File: config.mk
export PLATFORM = sky130hd
export DESIGN_NAME = mlp_layer_seq
export DESIGN_NICKNAME = d
export VERILOG_FILES = /design/src/rtl/mlp_pkg.sv /design/src/rtl/mlp_sigmoid.sv /design/src/rtl/mlp_layer_seq.sv
export SDC_FILE = /design/constraint.sdc
export NUM_CORES = 2
export LEC_CHECK = 0
export CORE_AREA = 2 2 705 707
export DETAILED_ROUTE_END_ITERATION = 8
export DIE_AREA = 0 0 707 709
export DONT_BUFFER_PORTS = 1
export PLACE_DENSITY_LB_ADDON = 0.3
export SLEW_MARGIN = 40
export SYNTH_ARGS = -nofsm -noshare
export SYNTH_HDL_FRONTEND = slang
export SYNTH_HIERARCHICAL = 1
export SYNTH_SLANG_ARGS = --single-unit
File: constraint.sdc
create_clock -name clk -period 11.95 [get_ports clk]
set_input_delay 2.39 -clock clk [delete_from_list [all_inputs] [get_ports clk]]
set_output_delay 2.39 -clock clk [all_outputs]
set_load 0.01 [all_outputs]
File: src/rtl/mlp_pkg.sv
// Shared types and helpers for the time-multiplexed MLP layer.
package mlp_pkg;

  localparam int RES_DEF  = 8;
  localparam int FRAC_DEF = 4;
  localparam int ONE_DEF  = 1 << FRAC_DEF;

  typedef enum logic [2:0] {
    ST_IDLE,
    ST_FETCH,
    ST_DRAIN,
    ST_WRITE,
    ST_DONE
  } state_e;

  // Wide enough for N_IN full-scale products plus the shifted bias.
  function automatic int acc_w(input int n_in, input int res, input int frac);
    return 2 * res + frac + $clog2(n_in + 2);
  endfunction

  function automatic int q_one(input int frac);
    return 1 << frac;
  endfunction

  function automatic logic signed [63:0] saturate(input logic signed [63:0] v, input int res);
    logic signed [63:0] hi;
    logic signed [63:0] lo;
    hi = (64'sd1 <<< (res - 1)) - 64'sd1;
    lo = -(64'sd1 <<< (res - 1));
    if (v > hi) return hi;
    if (v < lo) return lo;
    return v;
  endfunction

endpackage

File: src/rtl/mlp_sigmoid.sv
// Piecewise-linear sigmoid on a Q(RES-FRAC).FRAC word, truncated result.
// Only instantiated when MLP_SIGMOID_EN is defined.
module mlp_sigmoid
  import mlp_pkg::*;
#(
  parameter int RES  = RES_DEF,
  parameter int FRAC = FRAC_DEF
) (
  input  logic [RES-1:0] z,
  output logic [RES-1:0] y
);

  localparam int ONE = q_one(FRAC);
  localparam int T5  = 5 * ONE;
  localparam int T2  = (19 * ONE) / 8;

  logic signed [31:0] zs;
  logic signed [31:0] a;
  logic signed [31:0] f32;
  logic signed [31:0] f;

  // Segments evaluated at 32x scale so the slopes stay exact before truncation.
  always_comb begin
    zs = 32'($signed(z));
    a  = (zs < 0) ? -zs : zs;
    if (a >= T5)       f32 = 32 * ONE;
    else if (a >= T2)  f32 = a + 27 * ONE;
    else if (a >= ONE) f32 = 4 * a + 20 * ONE;
    else               f32 = 8 * a + 16 * ONE;
    f = f32 >>> 5;
    y = RES'((zs < 0) ? (ONE - f) : f);
  end

endmodule

File: src/rtl/mlp_layer_seq.sv
// Sequential fully-connected layer: one MAC swept over neurons/inputs, weights from sync-read memory.
// Build option: define MLP_SIGMOID_EN to apply the sigmoid activation (default is saturated linear).
module mlp_layer_seq
  import mlp_pkg::*;
#(
  parameter int N_IN  = 196,
  parameter int N_NEU = 30,
  parameter int RES   = RES_DEF,
  parameter int FRAC  = FRAC_DEF,
  parameter int AW    = $clog2(N_NEU * (N_IN + 1))
) (
  input  logic                 clk,
  input  logic                 reset,
  input  logic                 layer_go,
  input  logic [RES*N_IN-1:0]  input_data,
  output logic                 w_rd,
  output logic [AW-1:0]        w_addr,
  input  logic [RES-1:0]       w_data,
  output logic [RES*N_NEU-1:0] activations,
  output logic                 layer_busy,
  output logic                 layer_done
);

  localparam int ACC_W = acc_w(N_IN, RES, FRAC);
  localparam int IW    = $clog2(N_IN + 1);
  localparam int NW    = (N_NEU > 1) ? $clog2(N_NEU) : 1;
  localparam logic [IW-1:0] I_LAST = IW'(N_IN);
  localparam logic [NW-1:0] N_LAST = NW'(N_NEU - 1);

  state_e                  state_q, state_d;
  logic [RES*N_IN-1:0]     x_q, x_d;
  logic [NW-1:0]           n_q, n_d;
  logic [IW-1:0]           i_q, i_d;
  logic signed [ACC_W-1:0] acc_q, acc_d;
  logic                    rd_vld_q, rd_vld_d;
  logic                    rd_bias_q, rd_bias_d;
  logic [IW-1:0]           rd_idx_q, rd_idx_d;
  logic [RES*N_NEU-1:0]    act_q, act_d;
  logic                    w_rd_q, w_rd_d;
  logic [AW-1:0]           w_addr_q, w_addr_d;
  logic                    busy_q, busy_d;
  logic                    done_q, done_d;

  logic signed [RES-1:0]   x_el;
  logic signed [RES-1:0]   w_s;
  logic signed [2*RES-1:0] prod;
  logic signed [ACC_W-1:0] term;
  logic signed [ACC_W-1:0] z_full;
  logic signed [RES-1:0]   z_sat;
  logic [RES-1:0]          act_val;

  // rd_* describe the word arriving on w_data this cycle (issued one cycle earlier).
  assign x_el   = x_q[RES*rd_idx_q +: RES];
  assign w_s    = w_data;
  assign prod   = x_el * w_s;
  assign term   = rd_bias_q ? (ACC_W'(w_s) <<< FRAC) : ACC_W'(prod);
  assign z_full = acc_q >>> FRAC;
  assign z_sat  = RES'(saturate(64'(z_full), RES));

`ifdef MLP_SIGMOID_EN
  mlp_sigmoid #(.RES(RES), .FRAC(FRAC)) u_sigmoid (.z(z_sat), .y(act_val));
`else
  assign act_val = z_sat;
`endif

  always_comb begin
    state_d   = state_q;
    x_d       = x_q;
    n_d       = n_q;
    i_d       = i_q;
    acc_d     = acc_q;
    rd_vld_d  = 1'b0;
    rd_bias_d = 1'b0;
    rd_idx_d  = rd_idx_q;
    act_d     = act_q;
    w_rd_d    = w_rd_q;
    w_addr_d  = w_addr_q;
    busy_d    = busy_q;
    done_d    = 1'b0;

    if (rd_vld_q) acc_d = acc_q + term;

    case (state_q)
      ST_IDLE: begin
        if (layer_go) begin
          x_d      = input_data;
          n_d      = '0;
          i_d      = '0;
          acc_d    = '0;
          w_rd_d   = 1'b1;
          w_addr_d = '0;
          busy_d   = 1'b1;
          state_d  = ST_FETCH;
        end
      end
      ST_FETCH: begin
        rd_vld_d  = 1'b1;
        rd_idx_d  = i_q;
        rd_bias_d = (i_q == I_LAST);
        if (i_q == I_LAST) begin
          w_rd_d  = 1'b0;
          state_d = ST_DRAIN;
        end else begin
          i_d      = i_q + IW'(1);
          w_addr_d = w_addr_q + AW'(1);
        end
      end
      ST_DRAIN: state_d = ST_WRITE;
      ST_WRITE: begin
        act_d[RES*n_q +: RES] = act_val;
        acc_d = '0;
        if (n_q == N_LAST) begin
          done_d  = 1'b1;
          state_d = ST_DONE;
        end else begin
          // Memory layout is contiguous, so the next neuron starts right after this bias.
          n_d      = n_q + NW'(1);
          i_d      = '0;
          w_rd_d   = 1'b1;
          w_addr_d = w_addr_q + AW'(1);
          state_d  = ST_FETCH;
        end
      end
      ST_DONE: begin
        busy_d  = 1'b0;
        state_d = ST_IDLE;
      end
      default: state_d = ST_IDLE;
    endcase
  end

  always_ff @(posedge clk) begin
    if (reset) begin
      state_q   <= ST_IDLE;
      x_q       <= '0;
      n_q       <= '0;
      i_q       <= '0;
      acc_q     <= '0;
      rd_vld_q  <= 1'b0;
      rd_bias_q <= 1'b0;
      rd_idx_q  <= '0;
      act_q     <= '0;
      w_rd_q    <= 1'b0;
      w_addr_q  <= '0;
      busy_q    <= 1'b0;
      done_q    <= 1'b0;
    end else begin
      state_q   <= state_d;
      x_q       <= x_d;
      n_q       <= n_d;
      i_q       <= i_d;
      acc_q     <= acc_d;
      rd_vld_q  <= rd_vld_d;
      rd_bias_q <= rd_bias_d;
      rd_idx_q  <= rd_idx_d;
      act_q     <= act_d;
      w_rd_q    <= w_rd_d;
      w_addr_q  <= w_addr_d;
      busy_q    <= busy_d;
      done_q    <= done_d;
    end
  end

  assign w_rd        = w_rd_q;
  assign w_addr      = w_addr_q;
  assign activations = act_q;
  assign layer_busy  = busy_q;
  assign layer_done  = done_q;

endmodule

; ---- Yosys cells after proc, flatten, opt, wreduce, memory -nomap -nowiden
; Cells that the tools add are included.
[totals]
inputBits = 1579
word_cells = 82
out_inout_bits = 256
ff_bits = 1878
[classes]
muxes = 34
reduce_logical = 12
multipliers = 1
bitwise_logic = 2
add_sub_neg = 5
n_shift = 3
order_cmp = 2
eq_ne = 10
[ops]
columns = op, count
row1 = $shiftx 1568x12->8, 1
row2 = $bwmux 240, 1
row3 = $shift 8x34->240 const A, 1
row4 = $shiftx 8x34->240, 1
row5 = $mux 28, 3
row6 = $mux 8, 7
row7 = $pmux 28 s2, 1
row8 = $mux 13, 3
row9 = $pmux 13 s3, 1
row10 = $neg 8->34, 1
row11 = $add 28x28->28, 1
row12 = $gt 24x8->1 const B, 1
row13 = $lt 24x8->1 const B, 1
row14 = $pmux 8 s3, 1
row15 = $mul 8x8->16, 1
row16 = $add 13x1->13 const B, 1
row17 = $pmux 3 s4, 1
row18 = $mux 5, 2
row19 = $pmux 5 s2, 1
row20 = $mux 3, 3
row21 = $add 8x1->8 const B, 1
row22 = $eq 8x8->1 const B, 1
row23 = $mux 1, 8
row24 = $ne 2x2->1 const B, 4
row25 = other kinds (15), 22

; ---- Logic depth before layout (Yosys ltp)
[logic_depth]
word_depth = 7
depth_mapped = 41
mapped_depth_nobuf = 37

; ---- Least setup slack after synthesis
; Ideal clock, no wire load.
[synth_timing]
path_kind = register -> register
startpoint = register rd_idx_q[0]
endpoint = register acc_q[27]
required_ns = 11.880
path_stages_with_launch = 37
setup_slack_ns = 2.803
arrival_ns = 9.077
n_path_buf = 5
setup_ns = 0.070
synth_period_minus_slack_ns = 9.147
path_cell_list = dfxtp_1 buf_2 buf_4 buf_2 buf_4 mux4_2 mux4_2 mux4_2 nand2_1 a31oi_1 clkbuf_1 and2_1 ha_1 inv_1 fa_1 inv_1 fa_1 inv_1 fa_1 inv_1 ha_1 or2_2 a21oi_1 a21oi_1 a211oi_1 a21oi_1 o211ai_1 ha_1 a21o_1 a21o_1 a2111oi_0 o21ai_0 o211ai_1 a311oi_1 xnor2_1 or3_1 a21oi_1
[synth_between]
elab_chain_len = 7
[synth_rtl]
columns = element, line_no
row1 = start: declaration, mlp_layer_seq.sv:37  ; logic [IW-1:0] rd_idx_q, rd_idx_d;
row2 = start signal: assignment, mlp_layer_seq.sv:155  ; rd_idx_q <= rd_idx_d;
row3 = $shiftx 1568x12->8 (*), mlp_layer_seq.sv:53  ; assign x_el = x_q[RES*rd_idx_q +: RES];
row4 = $mul 8x8->16 (*), mlp_layer_seq.sv:55  ; assign prod = x_el * w_s;
row5 = $mux 28 (*), mlp_layer_seq.sv:56  ; assign term = rd_bias_q ? (ACC_W'(w_s) <<< FRAC) : ACC_W'(prod);
row6 = $add 28x28->28 (*), mlp_layer_seq.sv:81  ; if (rd_vld_q) acc_d = acc_q + term;
row7 = $mux 28 (*), mlp_layer_seq.sv:81
row8 = $mux 28, mlp_layer_seq.sv:85  ; if (layer_go) begin
row9 = $pmux 28 s2 (*), mlp_layer_seq.sv:83  ; case (state_q)
row10 = end signal: assignment, mlp_layer_seq.sv:138  ; acc_q <= '0;
row11 = end signal: assignment, mlp_layer_seq.sv:152  ; acc_q <= acc_d;
row12 = end: declaration, mlp_layer_seq.sv:34  ; logic signed [ACC_W-1:0] acc_q, acc_d;
; Mark *: on every way between the ends. The rest lies on a longest branch, timed or not.
; A chain may end at the register's enable or synchronous reset.

; ---- Final worst setup path
[layout_timing]
startpoint = register rd_idx_q[1]
endpoint = register acc_q[27]
; The elaborated chain is that of the path after synthesis.

==> results.md <==
| Metric | Value | Unit |
| --- | --- | --- |
| Post-route met1 wirelength | 165000 | µm |
| Initial Util | 16.5 | % |
| Top post-synthesis cells by area | dfxtp_1, nand2_1, mux4_2, a21oi_1, clkbuf_1 | - |
| Remaining global-route overflow | 0 | - |
| Clock buffers created by TritonCTS | 228 | - |
| Number of nets with antenna violations after routing | 0 | - |
| Total Negative Setup Slacks | 0 | ns |
| Remaining routing DRC violations | 0 | - |
| Post-Synthesis Mean Instance Area | 8.55 | µm² |
| Max Clock Freq | 0.0929 | GHz |
| Detailed route wirelength on metal3 | 35000 | µm |
| Number of flops mapped to enable cells by yosys | 0 | - |
| RSZ-0062 raised after global routing | no | - |
| Post-synth ARST share | 0 | % |
| Setup slack, reg-to-reg | 1.19 | ns |
| Vias per std cell | 4.27 | - |
| Non-filler cells, final | 15900 | - |
| Count of maximum capacitance violations | 0 | - |
| TritonCTS clock tree | built | - |
| Most common cell after layout, fill and taps aside | nand2_1 | - |
| Warnings from Yosys | 6 | - |
| Number of port buffers | 0 | - |
| Pins over their slew limit | 0 | - |
| Iter 0 DRT Violations | 6277 | - |
| Global-route total usage across every layer | 15.6 | % |
| Synth area leader | dfxtp_1 | - |
| Largest net degree at the start of global routing | 190 | - |
| Setup slack after placement | 1.17 | ns |
| TritonCTS Sinks | 1878 | - |
| Cell with the biggest individual delay on the critical path | dfxtp_4 | - |
| Global-route wire length before repair | 548000 | µm |
| Switching pwr | 4.75 | mW |
| Period utilisation layout | 90.0 | % |
| Post-DR wirelength/cell | 26.1 | µm |
| Core occupancy in the finished layout | 19.5 | % |
| Run status | finished clean | - |
| Maximum clock path buffer count | 4 | - |
| Yosys top cell area share | 46.3 | % |
| Post-route worst setup slack | 1.19 | ns |
| Placed cell area | 0.0883 | mm² |
| Worst hold margin | 0.450 | ns |
| Number of cells upsized or downsized after cts | 0 | - |
| Most frequent cells in the layout | nand2_1, dfxtp_1, a21oi_1, mux4_2, nor2_1 | - |
| Routability congestion estimate | 0.867 | - |
| Area of the die | 0.501 | mm² |
| Worst r2r dst | acc_q[27] | - |
| Post-CTS repair timing setup buffer count | 0 | - |
| Detail Placement HPWL | 325000 | µm |
| Number of flip-flops and latches in the synthesized netlist | 1878 | - |
| Final wirelength | 415000 | µm |
| Critical path fanouts, max | 30 | - |
| Highest ir drop seen on vdd | 133 | µV |
| Critical Path Sink | acc_q[27] | - |
| Sequential group share of total power | 42.6 | % |
| Clock Skew | 0.121 | ns |
| Number of placed I/O pins | 1835 | - |
| Die X-Extent | 707 | µm |
| Netlist Area Pre-Place | 0.0812 | mm² |
| Flip-flop cell with the highest count after synthesis | dfxtp_1 | - |
| Final setup violation count | 0 | - |
| Power share of the combinational group | 13.2 | % |
| Data required time of the critical path | 12.78 | ns |
| Final design area excluding fillers | 0.0962 | mm² |
| Pre-antenna DRT Iters | 5 | - |
| Net count after synthesis | 11200 | - |
| Net switching fraction of the power | 29.2 | % |
| Vertical die dimension | 709 | µm |
| Int Pwr | 11.5 | mW |
| Normalized max-slew margin | 33.1 | % |
| Area added between synthesis and finish | 18.6 | % |
| Placed cell count | 15400 | - |
| Delay of the slowest cell on the worst path | 0.83 | ns |
| Clock share of power | 44.2 | % |
| Sort of element at the end of the critical path | flop | - |
| Total power draw | 16.3 | mW |
| Post-route minimum period | 10.76 | ns |
| Level count of the clock H-tree | 4 | - |
| Core area | 0.493 | mm² |
| Startpoint type of the worst setup path | flop | - |
| Fillers | 55100 | - |
| Count of distinct cell types in the synthesized netlist | 59 | - |
| Cell at the root of the clock tree | clkbuf_16 | - |
| Launching instance or port of the critical path | rd_idx_q[1] | - |
| Row cnt | 258 | - |
| Sequential area share after synthesis | 46.3 | % |
| Transition at the pin with the smallest max-transition slack | 1.00 | ns |
| Hold Violations, Final | 0 | - |
| CTS hold repair buffers | 0 | - |
| Ratio of cells with drive above 1 in the final layout | 11.3 | % |
| Category of the most critical setup path | reg -> reg | - |
| Most frequent CP cell | a21oi_1 | - |
| Number of cells on the worst reg-to-reg path | 34 | - |
| Nets@finish | 10800 | - |
| Antenna violations before repair | 159 | - |
| Clk Latency, worst-skew pair | 0.98 | ns |
| Clock input transition at the sequential cells of the worst setup and hold paths | 0.06 | ns |
| Routed length on met2 | 201000 | µm |
| Total number of vias | 67900 | - |
| Max layer used | met5 | - |
| RR Startpoint | rd_idx_q[1] | - |
| Number of global-route vias before repair | 64000 | - |
| WP data arrival | 11.59 | ns |
| Post-Syn Instances | 9496 | - |
| Hold crit path type | reg -> reg | - |
| Standby leakage power | 32.3 | nW |
| P per Cell Area | 169 | mW/mm² |
==> synth_stat cells, drive strengths merged, types with 9 or more instances <==
cell       n
a21o      11
o21ai     53
nor3      24
ha        67
nand4     17
clkbuf   654
nand2   3504
inv      100
and3      13
a211oi    20
a22oi      9
mux4     500
xnor2     34
buf       84
o21a       9
nand3     90
mux2i     47
or2       13
nor2b     14
a21oi   1843
and2      58
fa        56
xor2      24
nor2     288
dfxtp   1878
==> cells by family (layout without fill, tap and decap cells) <==
| kind of cell | count (synthesis) | after routing | synth area share (%) |
|---|---|---|---|
| and+or+nand+nor | 4052 | 4052 | 19.4 |
| AOI/OAI and AO/OA | 1990 | 1990 | 12.6 |
| DFF | 1878 | 1878 | 46.3 |
| buffers and inverters | 840 | 649 | 4.08 |
| muxes | 555 | 555 | 14.6 |
| adders and majority gates | 123 | 123 | 2.41 |
| xor gates and xnor gates | 58 | 58 | 0.626 |
| other | 0 | 105 | 0 |
==> flip-flops by register name, summed over array words and instances, names as in the netlist <==
| name | count |
|---|---|
| acc_q | 28 |
| activations | 240 |
| i_q | 8 |
| layer_busy | 1 |
| layer_done | 1 |
| n_q | 5 |
| rd_bias_q | 1 |
| rd_idx_q | 8 |
| rd_vld_q | 1 |
| state_q | 3 |
| w_addr | 13 |
| w_rd | 1 |
| x_q | 1568 |
==> worst max-delay path, delay by kind of cell, from the launching register on <==
| family | cells | cell delay (ns) |
|---|---|---|
| xor+xnor | 1 | 0.15 |
| buf+inv | 6 | 1.00 |
| compound gates | 16 | 4.27 |
| flops | 1 | 0.83 |
| mux | 2 | 0.95 |
| simple gates | 3 | 0.83 |
| fa+ha+maj | 6 | 2.54 |
==> layout make-up <==
class                           count  area [µm²]  share of cell area [%]
Antenna cell                      105         263                   0.273
Clock buffer                      325        6540                    6.80
Clock inverter                     79        1020                    1.06
Inverter                          102         390                   0.406
Multi-Input combinational cell   6778       40400                    42.0
Sequential cell                  1878       37600                    39.1
Tap cell                         6500        8130                    8.45
Timing Repair Buffer              143        1880                    1.96
==> power groups by stage <==
| stage | Clock [mW] | Sequential [mW] | Combinational [mW] |
|---|---|---|---|
| after floorplan | 0 | 6.89 | 1.49 |
| after global placement | 0 | 7.06 | 2.15 |
| after detailed placement | 0 | 7.06 | 2.18 |
| after CTS | 7.39 | 6.92 | 2.19 |
| after global routing | 7.62 | 6.96 | 2.39 |
| final | 7.18 | 6.93 | 2.15 |
==> metal layers <==
metal | up-vias | GRT usage (%)
li1 | 31400 | -
met1 | 33600 | 18.7
met2 | 2308 | 26.2
met3 | 482 | 4.91
met4 | 70 | 5.64
met5 | - | 0
==> how the worst min path moves through the flow <==
stage | start | end | slack, ns | cells after the start
6_report | x_q[854] | x_q[854] | 0.45 | 2
3_3_place_gp | x_q[724] | x_q[724] | 0.44 | 2
3_5_place_dp | x_q[310] | x_q[310] | 0.44 | 2
2_1_floorplan | x_q[1008] | x_q[1008] | 0.43 | 2
4_1_cts | x_q[854] | x_q[854] | 0.45 | 2
5_1_grt | x_q[913] | x_q[913] | 0.46 | 2
No activity file was read; power rests on OpenSTA's default activity.
